===== src/rtl/csr_trap_unit.sv =====
// Machine-mode CSR file with trap entry/MRET sequencing and interrupt pending logic.
// Define CSR_COUNTERS_EN to add the 64-bit mcycle/minstret counters and their user shadows.
module csr_trap_unit #(
    parameter int unsigned NUM_IRQ   = 4,
    parameter logic [31:0] MTVEC_RST = 32'h0000_0000
) (
    input  logic               i_clock,
    input  logic               i_reset,
    input  logic [11:0]        i_csrAddr,
    input  logic [1:0]         i_csrOp,
    input  logic [31:0]        i_wd,
    output logic [31:0]        o_rd,
    output logic               o_illegal,
    input  logic               i_trapValid,
    input  logic [31:0]        i_trapPc,
    input  logic [31:0]        i_trapCause,
    input  logic [31:0]        i_trapVal,
    input  logic               i_mretValid,
    input  logic               i_retire,
    input  logic               i_timerIrq,
    input  logic [NUM_IRQ-1:0] i_irqLines,
    output logic               o_irqPending,
    output logic [31:0]        o_trapTarget,
    output logic [31:0]        o_mepcOut
);

    localparam logic [1:0] OP_NONE = 2'b00;
    localparam logic [1:0] OP_RW   = 2'b01;
    localparam logic [1:0] OP_RS   = 2'b10;
    localparam logic [1:0] OP_RC   = 2'b11;

    localparam logic [11:0] ADDR_MSTATUS  = 12'h300;
    localparam logic [11:0] ADDR_MISA     = 12'h301;
    localparam logic [11:0] ADDR_MIE      = 12'h304;
    localparam logic [11:0] ADDR_MTVEC    = 12'h305;
    localparam logic [11:0] ADDR_MSTATUSH = 12'h310;
    localparam logic [11:0] ADDR_MSCRATCH = 12'h340;
    localparam logic [11:0] ADDR_MEPC     = 12'h341;
    localparam logic [11:0] ADDR_MCAUSE   = 12'h342;
    localparam logic [11:0] ADDR_MTVAL    = 12'h343;
    localparam logic [11:0] ADDR_MIP      = 12'h344;
`ifdef CSR_COUNTERS_EN
    localparam logic [11:0] ADDR_MCYCLE    = 12'hB00;
    localparam logic [11:0] ADDR_MINSTRET  = 12'hB02;
    localparam logic [11:0] ADDR_MCYCLEH   = 12'hB80;
    localparam logic [11:0] ADDR_MINSTRETH = 12'hB82;
    localparam logic [11:0] ADDR_CYCLE     = 12'hC00;
    localparam logic [11:0] ADDR_INSTRET   = 12'hC02;
    localparam logic [11:0] ADDR_CYCLEH    = 12'hC80;
    localparam logic [11:0] ADDR_INSTRETH  = 12'hC82;
`endif

    localparam logic [31:0] MISA_VAL = 32'h4000_0100;
    localparam logic [31:0] MIE_MASK = 32'h0000_0880 |
                                       (((32'h1 << NUM_IRQ) - 32'h1) << 16);

    logic        r_mstatus_mie;
    logic        r_mstatus_mpie;
    logic [31:0] r_mie;
    logic [31:0] r_mtvec;
    logic [31:0] r_mscratch;
    logic [31:0] r_mepc;
    logic [31:0] r_mcause;
    logic [31:0] r_mtval;
`ifdef CSR_COUNTERS_EN
    logic [63:0] r_mcycle;
    logic [63:0] r_minstret;
`endif

    logic [31:0] w_mip;
    logic [31:0] w_old;
    logic [31:0] w_new;
    logic        w_impl;
    logic        w_active;
    logic        w_wants_write;
    logic        w_illegal;
    logic        w_wr;
    logic [31:0] w_base;
    logic        w_unused;

    always_comb begin
        w_mip              = 32'h0;
        w_mip[7]           = i_timerIrq;
        w_mip[11]          = |i_irqLines;
        w_mip[16+:NUM_IRQ] = i_irqLines;
    end

    always_comb begin
        w_impl = 1'b1;
        w_old  = 32'h0;
        case (i_csrAddr)
            ADDR_MSTATUS:  w_old = {19'h0, 2'b11, 3'b000, r_mstatus_mpie, 3'b000,
                                    r_mstatus_mie, 3'b000};
            ADDR_MSTATUSH: w_old = 32'h0;
            ADDR_MISA:     w_old = MISA_VAL;
            ADDR_MIE:      w_old = r_mie;
            ADDR_MIP:      w_old = w_mip;
            ADDR_MTVEC:    w_old = r_mtvec;
            ADDR_MSCRATCH: w_old = r_mscratch;
            ADDR_MEPC:     w_old = r_mepc;
            ADDR_MCAUSE:   w_old = r_mcause;
            ADDR_MTVAL:    w_old = r_mtval;
`ifdef CSR_COUNTERS_EN
            ADDR_MCYCLE,    ADDR_CYCLE:    w_old = r_mcycle[31:0];
            ADDR_MCYCLEH,   ADDR_CYCLEH:   w_old = r_mcycle[63:32];
            ADDR_MINSTRET,  ADDR_INSTRET:  w_old = r_minstret[31:0];
            ADDR_MINSTRETH, ADDR_INSTRETH: w_old = r_minstret[63:32];
`endif
            default:       w_impl = 1'b0;
        endcase
    end

    // RS/RC with a zero operand is a pure read: it neither traps on read-only
    // space nor overrides a counter increment.
    assign w_active      = (i_csrOp != OP_NONE);
    assign w_wants_write = (i_csrOp == OP_RW) || (i_csrOp[1] && (i_wd != 32'h0));
    assign w_illegal     = w_active &&
                           (!w_impl || ((i_csrAddr[11:10] == 2'b11) && w_wants_write));
    assign w_wr          = w_active && w_wants_write && !w_illegal;

    always_comb begin
        case (i_csrOp)
            OP_RW:   w_new = i_wd;
            OP_RS:   w_new = w_old | i_wd;
            OP_RC:   w_new = w_old & ~i_wd;
            default: w_new = w_old;
        endcase
    end

    assign o_rd         = w_active ? w_old : 32'h0;
    assign o_illegal    = w_illegal;
    assign o_irqPending = r_mstatus_mie & (|(w_mip & r_mie));
    assign o_mepcOut    = r_mepc;

    assign w_base = {r_mtvec[31:2], 2'b00};
    always_comb begin
        if ((r_mtvec[1:0] == 2'b01) && i_trapCause[31]) begin
            o_trapTarget = w_base + {i_trapCause[29:0], 2'b00};
        end else begin
            o_trapTarget = w_base;
        end
    end

    always_ff @(posedge i_clock) begin
        if (!i_reset) begin
            r_mstatus_mie  <= 1'b0;
            r_mstatus_mpie <= 1'b0;
            r_mie          <= 32'h0;
            r_mtvec        <= MTVEC_RST;
            r_mscratch     <= 32'h0;
            r_mepc         <= 32'h0;
            r_mcause       <= 32'h0;
            r_mtval        <= 32'h0;
        end else begin
            // Trap beats MRET beats CSR write on the fields they share.
            if (i_trapValid) begin
                r_mstatus_mpie <= r_mstatus_mie;
                r_mstatus_mie  <= 1'b0;
                r_mepc         <= i_trapPc & ~32'h3;
                r_mcause       <= i_trapCause;
                r_mtval        <= i_trapVal;
            end else begin
                if (i_mretValid) begin
                    r_mstatus_mie  <= r_mstatus_mpie;
                    r_mstatus_mpie <= 1'b1;
                end else if (w_wr && (i_csrAddr == ADDR_MSTATUS)) begin
                    r_mstatus_mie  <= w_new[3];
                    r_mstatus_mpie <= w_new[7];
                end
                if (w_wr && (i_csrAddr == ADDR_MEPC)) begin
                    r_mepc <= {w_new[31:2], 2'b00};
                end
                if (w_wr && (i_csrAddr == ADDR_MCAUSE)) begin
                    r_mcause <= w_new;
                end
                if (w_wr && (i_csrAddr == ADDR_MTVAL)) begin
                    r_mtval <= w_new;
                end
            end
            if (w_wr && (i_csrAddr == ADDR_MIE)) begin
                r_mie <= w_new & MIE_MASK;
            end
            if (w_wr && (i_csrAddr == ADDR_MTVEC)) begin
                // Reserved modes 1x keep the previous mode; base always updates.
                r_mtvec <= {w_new[31:2], (w_new[1] ? r_mtvec[1:0] : w_new[1:0])};
            end
            if (w_wr && (i_csrAddr == ADDR_MSCRATCH)) begin
                r_mscratch <= w_new;
            end
        end
    end

`ifdef CSR_COUNTERS_EN
    always_ff @(posedge i_clock) begin
        if (!i_reset) begin
            r_mcycle   <= 64'h0;
            r_minstret <= 64'h0;
        end else begin
            if (w_wr && (i_csrAddr == ADDR_MCYCLE)) begin
                r_mcycle <= {r_mcycle[63:32], w_new};
            end else if (w_wr && (i_csrAddr == ADDR_MCYCLEH)) begin
                r_mcycle <= {w_new, r_mcycle[31:0]};
            end else begin
                r_mcycle <= r_mcycle + 64'h1;
            end
            if (w_wr && (i_csrAddr == ADDR_MINSTRET)) begin
                r_minstret <= {r_minstret[63:32], w_new};
            end else if (w_wr && (i_csrAddr == ADDR_MINSTRETH)) begin
                r_minstret <= {w_new, r_minstret[31:0]};
            end else if (i_retire) begin
                r_minstret <= r_minstret + 64'h1;
            end
        end
    end

    assign w_unused = i_trapCause[30];
`else
    assign w_unused = i_trapCause[30] ^ i_retire;
`endif

endmodule


===== config.mk =====
export PLATFORM = sky130hd
export DESIGN_NAME = csr_trap_unit
export DESIGN_NICKNAME = d
export VERILOG_FILES = /design/src/rtl/csr_trap_unit.sv
export SDC_FILE = /design/constraint.sdc
export NUM_CORES = 1
export LEC_CHECK = 0
export CAP_MARGIN = 10
export CELL_PAD_IN_SITES_DETAIL_PLACEMENT = 2
export CELL_PAD_IN_SITES_GLOBAL_PLACEMENT = 2
export CORE_MARGIN = 1
export CORE_UTILIZATION = 31
export CTS_CLUSTER_SIZE = 25
export DETAILED_ROUTE_END_ITERATION = 12
export GPL_TIMING_DRIVEN = 0
export PLACE_DENSITY_LB_ADDON = 0.1
export SKIP_LAST_GASP = 1
export SYNTH_ARGS = -nofsm -noshare
export SYNTH_HDL_FRONTEND = slang
export SYNTH_SLANG_ARGS = --single-unit

===== constraint.sdc =====
create_clock -name i_clock -period 6.5 [get_ports i_clock]
set_clock_uncertainty 0.15 [all_clocks]
set_input_delay 1.3 -clock i_clock [delete_from_list [all_inputs] [get_ports i_clock]]
set_output_delay 1.3 -clock i_clock [all_outputs]
set_load 0.05 [all_outputs]

==> metrics.yaml, run 1 <==
fillCellCount: 4083
setup_viol: 0
area_growth_pct: 33.7
netlist.area_leader.share_pct: 30.4
dp.cells: 2139
fp.dieW_um: 189
synth_top_family_by_area: "compound AO/OA/AOI/OAI gates"
grt_pass1_vias: 13400
yosys_warnings: 0
path_clk_slew_ps: 70
avgSynthCellArea_sq_um: 7.54
place_worst_setup_slack_ps: -442
vdd_ir_drop_max_mv: 0.185
stdcell_count: 2171
gp_congestion: 0.966
muxShareOfSynthArea_pct: 3.88
cap_viol_max_count: 0
syn_inst: 1442
synth-compound-area-share_pct: 31.1
cp_slowest_cell: "clkdlybuf4s50_1"
synth_area_sq_um: 10900
p_leak_uw: 0.00536
insertedDiodeCount: 0
timing.final.ws_setup_ps: 30.3
cp_cell_sequence: "clkdlybuf4s50_1, nor4b_4, nand4_1, clkbuf_1, clkbuf_1, o22ai_1, a21oi_1, nor2_1, clkdlybuf4s50_1"
insertion_delay_ps: 450
postLayoutCellArea_sq_um: 14500
clock_sinks: 165
route.detailed.drc: 0
synth-adder-area-share_pct: 3.52
drtAntennaViolNets: 0
placed_area_sq_um: 13900
antenna_found_initial: 0
portBuffers: 238
rrSetupSlack_ps: 3360
clockBufferDepth: 2
crit_arrival_ps: 5020
async_flop_share_pct: 0
htree_levels: 4
worst-path-max-fanout: 10
dpl.hpwl_um: 47300
cts_buffers: 17
hold_violations: 0
initialDrtViolationCount: 916
cp-start-kind: "primary input"
final_nets: 1885
gr-total-overflow: 0
route.vias.total: 13000
grt_pass1_wl_um: 86200
clock.fmax_mhz: 155
ys_seq_area_share_pct: 30.4
powerDensity_nw_per_um2: 188
worstSetupEndpointType: "primary output"
firstDrtPassIters: 5
start_util_pct: 31.5
viasPerCell: 5.98
synth_top_area_cell: "dfxtp_1"
ys_types: 75
core_sq_um: 34500
die_area_sq_um: 35800
yosys.area_share.xor_xnor_pct: 4.19
ys_ff_latch: 165
finalCriticalPeriod_ps: 6470
grt_usage_pct: 32.5
required_ps: 5050
status: "finished clean"
final_common_cell: "clkdlybuf4s50_1"
drive_gt1_share_pct: 8.45
wl_um: 59000
clock-root-buffer: "clkbuf_16"
most-common-layout-cells: "clkdlybuf4s50_1, nand2_1, nor2_1"
tightest_slew_ps: 1040
synth_edf_count: 0
holdCritPathClass: "reg -> reg"
path_class: "in -> out"
synthTopCellsByArea: "dfxtp_1, a21oi_1, nand2_1"
cts_tree: "built"
yosys.area_share.simple_pct: 21.3
timing.final.crit_share_pct: 99.5
max_slew_margin_pct: 30.0
cts_setup_buffers: 0
ioPinCount: 250
grt_max_degree: 17
final_max_slew_viol_count: 0
wire_per_inst_um: 27.2
postSynth.topFlopCell: "dfxtp_1"
die_y_um: 189
critPathMaxStageDelay_ps: 840
num_rows: 68
==> cell usage after synthesis (6+ instances only) <==
master	count
ha_1	29
buf_2	17
a211oi_1	40
a21o_1	13
a221oi_1	11
or3_1	7
clkbuf_1	85
nor2_1	185
mux2i_1	32
o211ai_1	55
buf_1	7
nand3_1	13
and2_1	6
nor4_1	12
nor3_1	16
a22o_1	26
o22ai_1	19
o21ai_0	82
buf_6	6
xor2_1	6
a222oi_1	7
nand3_2	23
a311oi_1	6
dfxtp_1	165
xnor2_1	46
mux2_2	9
inv_1	19
a21oi_1	171
o21ai_2	22
nand2_1	188
a22oi_1	25
nand4_1	6
nor2b_1	8
==> critical path: cells and delay by family <==
kind,cells,cell delay (ps)
compound gates,2,420
buf+inv,4,2250
simple gates,3,1030
==> area by class of cell <==
| cell class | instances | area (sq um) | share of cell area [%] |
|---|---|---|---|
| well taps | 455 | 569 | 3.92 |
| flip-flops and latches | 165 | 3300 | 22.7 |
| clock inverters | 14 | 186 | 1.28 |
| multi-input cells | 1140 | 7060 | 48.6 |
| repair buffers | 239 | 2380 | 16.4 |
| inverters | 20 | 75.1 | 0.516 |
| plain buffers | 120 | 537 | 3.69 |
| clock buffers | 18 | 429 | 2.95 |
==> per-stage QoR <==
step	hold slack, ps	total power (uW)	TNS [ps]	util [%]
CTS	311	2730	-85.2	41.9
detailed placement	302	1630	-3640	40.1
global placement	293	1610	-5850	40.1
floorplan	282	1370	0	-
global route	338	2820	-43.5	42.1
finish	315	2740	0	42.1
==> layer usage <==
metal	vias up	track usage (%)	share of wire, %
li1	5751	-	-
met1	6573	42.1	43
met2	530	53.5	47
met3	125	3.65	5.7
met4	0	15.6	4.7
met5	-	0	0
==> cell families (layout without fill, tap and decap cells) <==
| family | count (synthesis) | after routing |
|---|---|---|
| adder cells (fa/ha/maj) | 30 | 30 |
| other | 1 | 4 |
| flip-flops | 165 | 165 |
| AO/OA/AOI/OAI | 517 | 517 |
| AND/OR/NAND/NOR | 496 | 496 |
| XOR/XNOR | 52 | 52 |
| buffers and inverters | 140 | 411 |
| multiplexers | 41 | 41 |
==> path summary, 6_finish.rpt <==
| path | start | endpoint | depth (start not counted) |
|---|---|---|---|
| max reg2reg | r_mie[7] | r_mstatus_mpie | 8 |
| min reg2reg | r_mtval[30] | r_mtval[30] | 2 |
| max | i_csrAddr[7] | o_rd[14] | 9 |
| min | r_mtval[30] | r_mtval[30] | 2 |
==> registers in the layout, summed over array words and instances (netlist names) <==
name            cells
r_mstatus_mie       1
r_mtval            32
r_mstatus_mpie      1
r_mscratch         32
r_mtvec            31
r_mcause           32
o_mepcOut          30
r_mie               6
==> where the power goes <==
| part | internal [uW] | leakage (uW) | switching, uW |
|---|---|---|---|
| logic | 205 | 0.00371 | 330 |
| clock network | 617 | 0.000295 | 502 |
| registers | 1050 | 0.00135 | 36.9 |
==> repair_timing <==
action / CTS / global route
gates cloned: 0 / 0
setup endpoints to repair: 24 / 26
gates resized for setup: 16 / 27
pin swaps: 0 / 1
hold buffers: 0 / 0
No activity file was read; power rests on OpenSTA's default activity.
==> run 2: changes to the inputs <==
--- a/config.mk
+++ b/config.mk
@@ -6,10 +6,10 @@
 export NUM_CORES = 1
 export LEC_CHECK = 0
 export CAP_MARGIN = 10
-export CELL_PAD_IN_SITES_DETAIL_PLACEMENT = 2
-export CELL_PAD_IN_SITES_GLOBAL_PLACEMENT = 2
+export CELL_PAD_IN_SITES_DETAIL_PLACEMENT = 1
+export CELL_PAD_IN_SITES_GLOBAL_PLACEMENT = 1
 export CORE_MARGIN = 1
-export CORE_UTILIZATION = 31
+export CORE_UTILIZATION = 40
 export CTS_CLUSTER_SIZE = 25
 export DETAILED_ROUTE_END_ITERATION = 12
 export GPL_TIMING_DRIVEN = 0
==> metrics.yaml, run 2 (same netlist as run 1, synthesis figures left out) <==
r2r_cells: 8  # unchanged
clockBufferDepth: 2  # unchanged
grt_usage_pct: 37.3  # +4.8 points
placed_area_sq_um: 13700  # -1.1%
worstSetupEndpoint: "o_rd[14]"
cts_tree: "built"
worstSetupEndpointType: "primary output"
worst-path-max-fanout: 10  # unchanged
r2r-end: "r_mstatus_mpie"
required_ps: 5050  # about the same
rrSetupSlack_ps: 3420  # +60 ps
most-common-layout-cells: "clkdlybuf4s50_1, nand2_1, nor2_1"
p_leak_uw: 0.00539  # +0.55%
tns_ps: 0  # unchanged
startpoint: "i_csrAddr[0]"
path_class: "in -> out"
grt_pass1_wl_um: 78200  # -9.3%
finalCriticalPeriod_ps: 6480  # +9.42 ps
max_slew_margin_pct: 27.9  # -2.0 points
start_util_pct: 41.3  # +9.8 points
wire_per_inst_um: 25.8  # -5.0%
grt_max_degree: 19  # +2
viasPerCell: 6.29  # +5.3%
htree_levels: 4  # unchanged
total_power_uw: 2680  # -2.0%
initialDrtViolationCount: 1316  # +44%
rsz0062_at_grt: "true"
setup_viol: 0  # unchanged
clock_sinks: 165  # unchanged
path_clk_slew_ps: 80  # about the same
dpl.hpwl_um: 42000  # -11%
timing.final.crit_share_pct: 99.7  # +0.14 points
clock.fmax_mhz: 154  # -0.15%
route.vias.total: 12900  # -0.52%
ioPinCount: 250  # unchanged
crit_arrival_ps: 5030  # about the same
gp_congestion: 0.961  # -0.45%
gr-total-overflow: 0  # unchanged
route.detailed.drc: 0  # unchanged
cts_buffers: 17  # unchanged
portBuffers: 238  # unchanged
die_area_sq_um: 27900  # -22%
grt_pass1_vias: 12700  # -4.7%
firstDrtPassIters: 8  # +3
cp-start-kind: "primary input"
cap_viol_max_count: 0  # unchanged
fp.dieW_um: 167  # -12%
drive_gt1_share_pct: 8.33  # -0.12 points
final_nets: 1885  # unchanged
insertion_delay_ps: 460  # about the same
postLayoutCellArea_sq_um: 14400  # -1.1%
clock-root-buffer: "clkbuf_16"
powerDensity_nw_per_um2: 187  # -0.94%
area_growth_pct: 32.2
hold_violations: 0  # unchanged
holdCritPathClass: "reg -> reg"
timing.hold.ws_ps: 322  # +7.07 ps
tightest_slew_ps: 1070  # +30.5 ps
largestRegisters: "r_mcause x32, r_mscratch x32, r_mtval x32"
drtAntennaViolNets: 0  # unchanged
hold_buffers: 0  # unchanged
insertedDiodeCount: 0  # unchanged
final_max_slew_viol_count: 0  # unchanged
num_rows: 59  # -13%
core_sq_um: 26400  # -24%
die_y_um: 167  # -12%
vdd_ir_drop_max_mv: 0.175  # -5.2%
wl_um: 53000  # -10%
status: "finished clean"
r2r-start: "r_mie[7]"
final_common_cell: "clkdlybuf4s50_1"
antenna_found_initial: 1  # +1
==> run 2: final cells by class <==
cell class	count	area (sq um)
repair buffers	239	2400
flip-flops and latches	165	3300
plain buffers	120	537
inverters	20	75.1
clock inverters	15	178
clock buffers	17	425
well taps	335	419
fillers	3265	12000
multi-input cells	1140	7050
==> run 2: worst min path at each step <==
| stage | startpoint | end | slack (ps) | cells after the start |
|---|---|---|---|---|
| 2_1_floorplan | r_mtval[28] | r_mtval[28] | 280 | 2 |
| 6_report | r_mtval[30] | r_mtval[30] | 320 | 2 |
| 4_1_cts | r_mtval[30] | r_mtval[30] | 320 | 2 |
| 3_3_place_gp | r_mtval[30] | r_mtval[30] | 300 | 2 |
| 3_5_place_dp | r_mtval[30] | r_mtval[30] | 300 | 2 |
| 5_1_grt | r_mtval[1] | r_mtval[1] | 330 | 2 |
==> run 2: what timing repair did <==
| action | 4_1_cts | 5_1_grt |
|---|---|---|
| gates resized for setup | 11 | 21 |
| endpoints found under the setup margin | 14 | 23 |
| buffers inserted | 0 | 1 |
==> run 2: report_power, final <==
group          switching [uW]  internal, uW
Sequential               36.8          1050
Combinational             316           204
Clock                     526           552
==> run 2: layer usage <==
layer / global-route usage [%] / wire, um / up-vias
li1: - / - / 5751
met2: 60.1 / 24000 / 724
met5: 0 / 0 / -
met1: 48.0 / 21800 / 6250
met4: 19.2 / 3140 / 0
met3: 5.99 / 4120 / 186
==> run 2: worst max-delay path, cell delays in order <==
cell,delay (ps)
clkdlybuf4s50_1,590
nor4b_2,740
clkbuf_1,710
a22oi_1,240
o22ai_1,310
a21oi_1,110
nor2_1,190
clkdlybuf4s50_1,840
==> run 2: metrics by stage <==
step                cells  util [%]  worst slack, ps
finish               2051      54.6             20.9
global route         2051      54.6            -41.0
CTS                  2050      54.3            -68.6
detailed placement   2018      52.0             -312
global placement     2018      51.9             -553
floorplan            1445         -              787
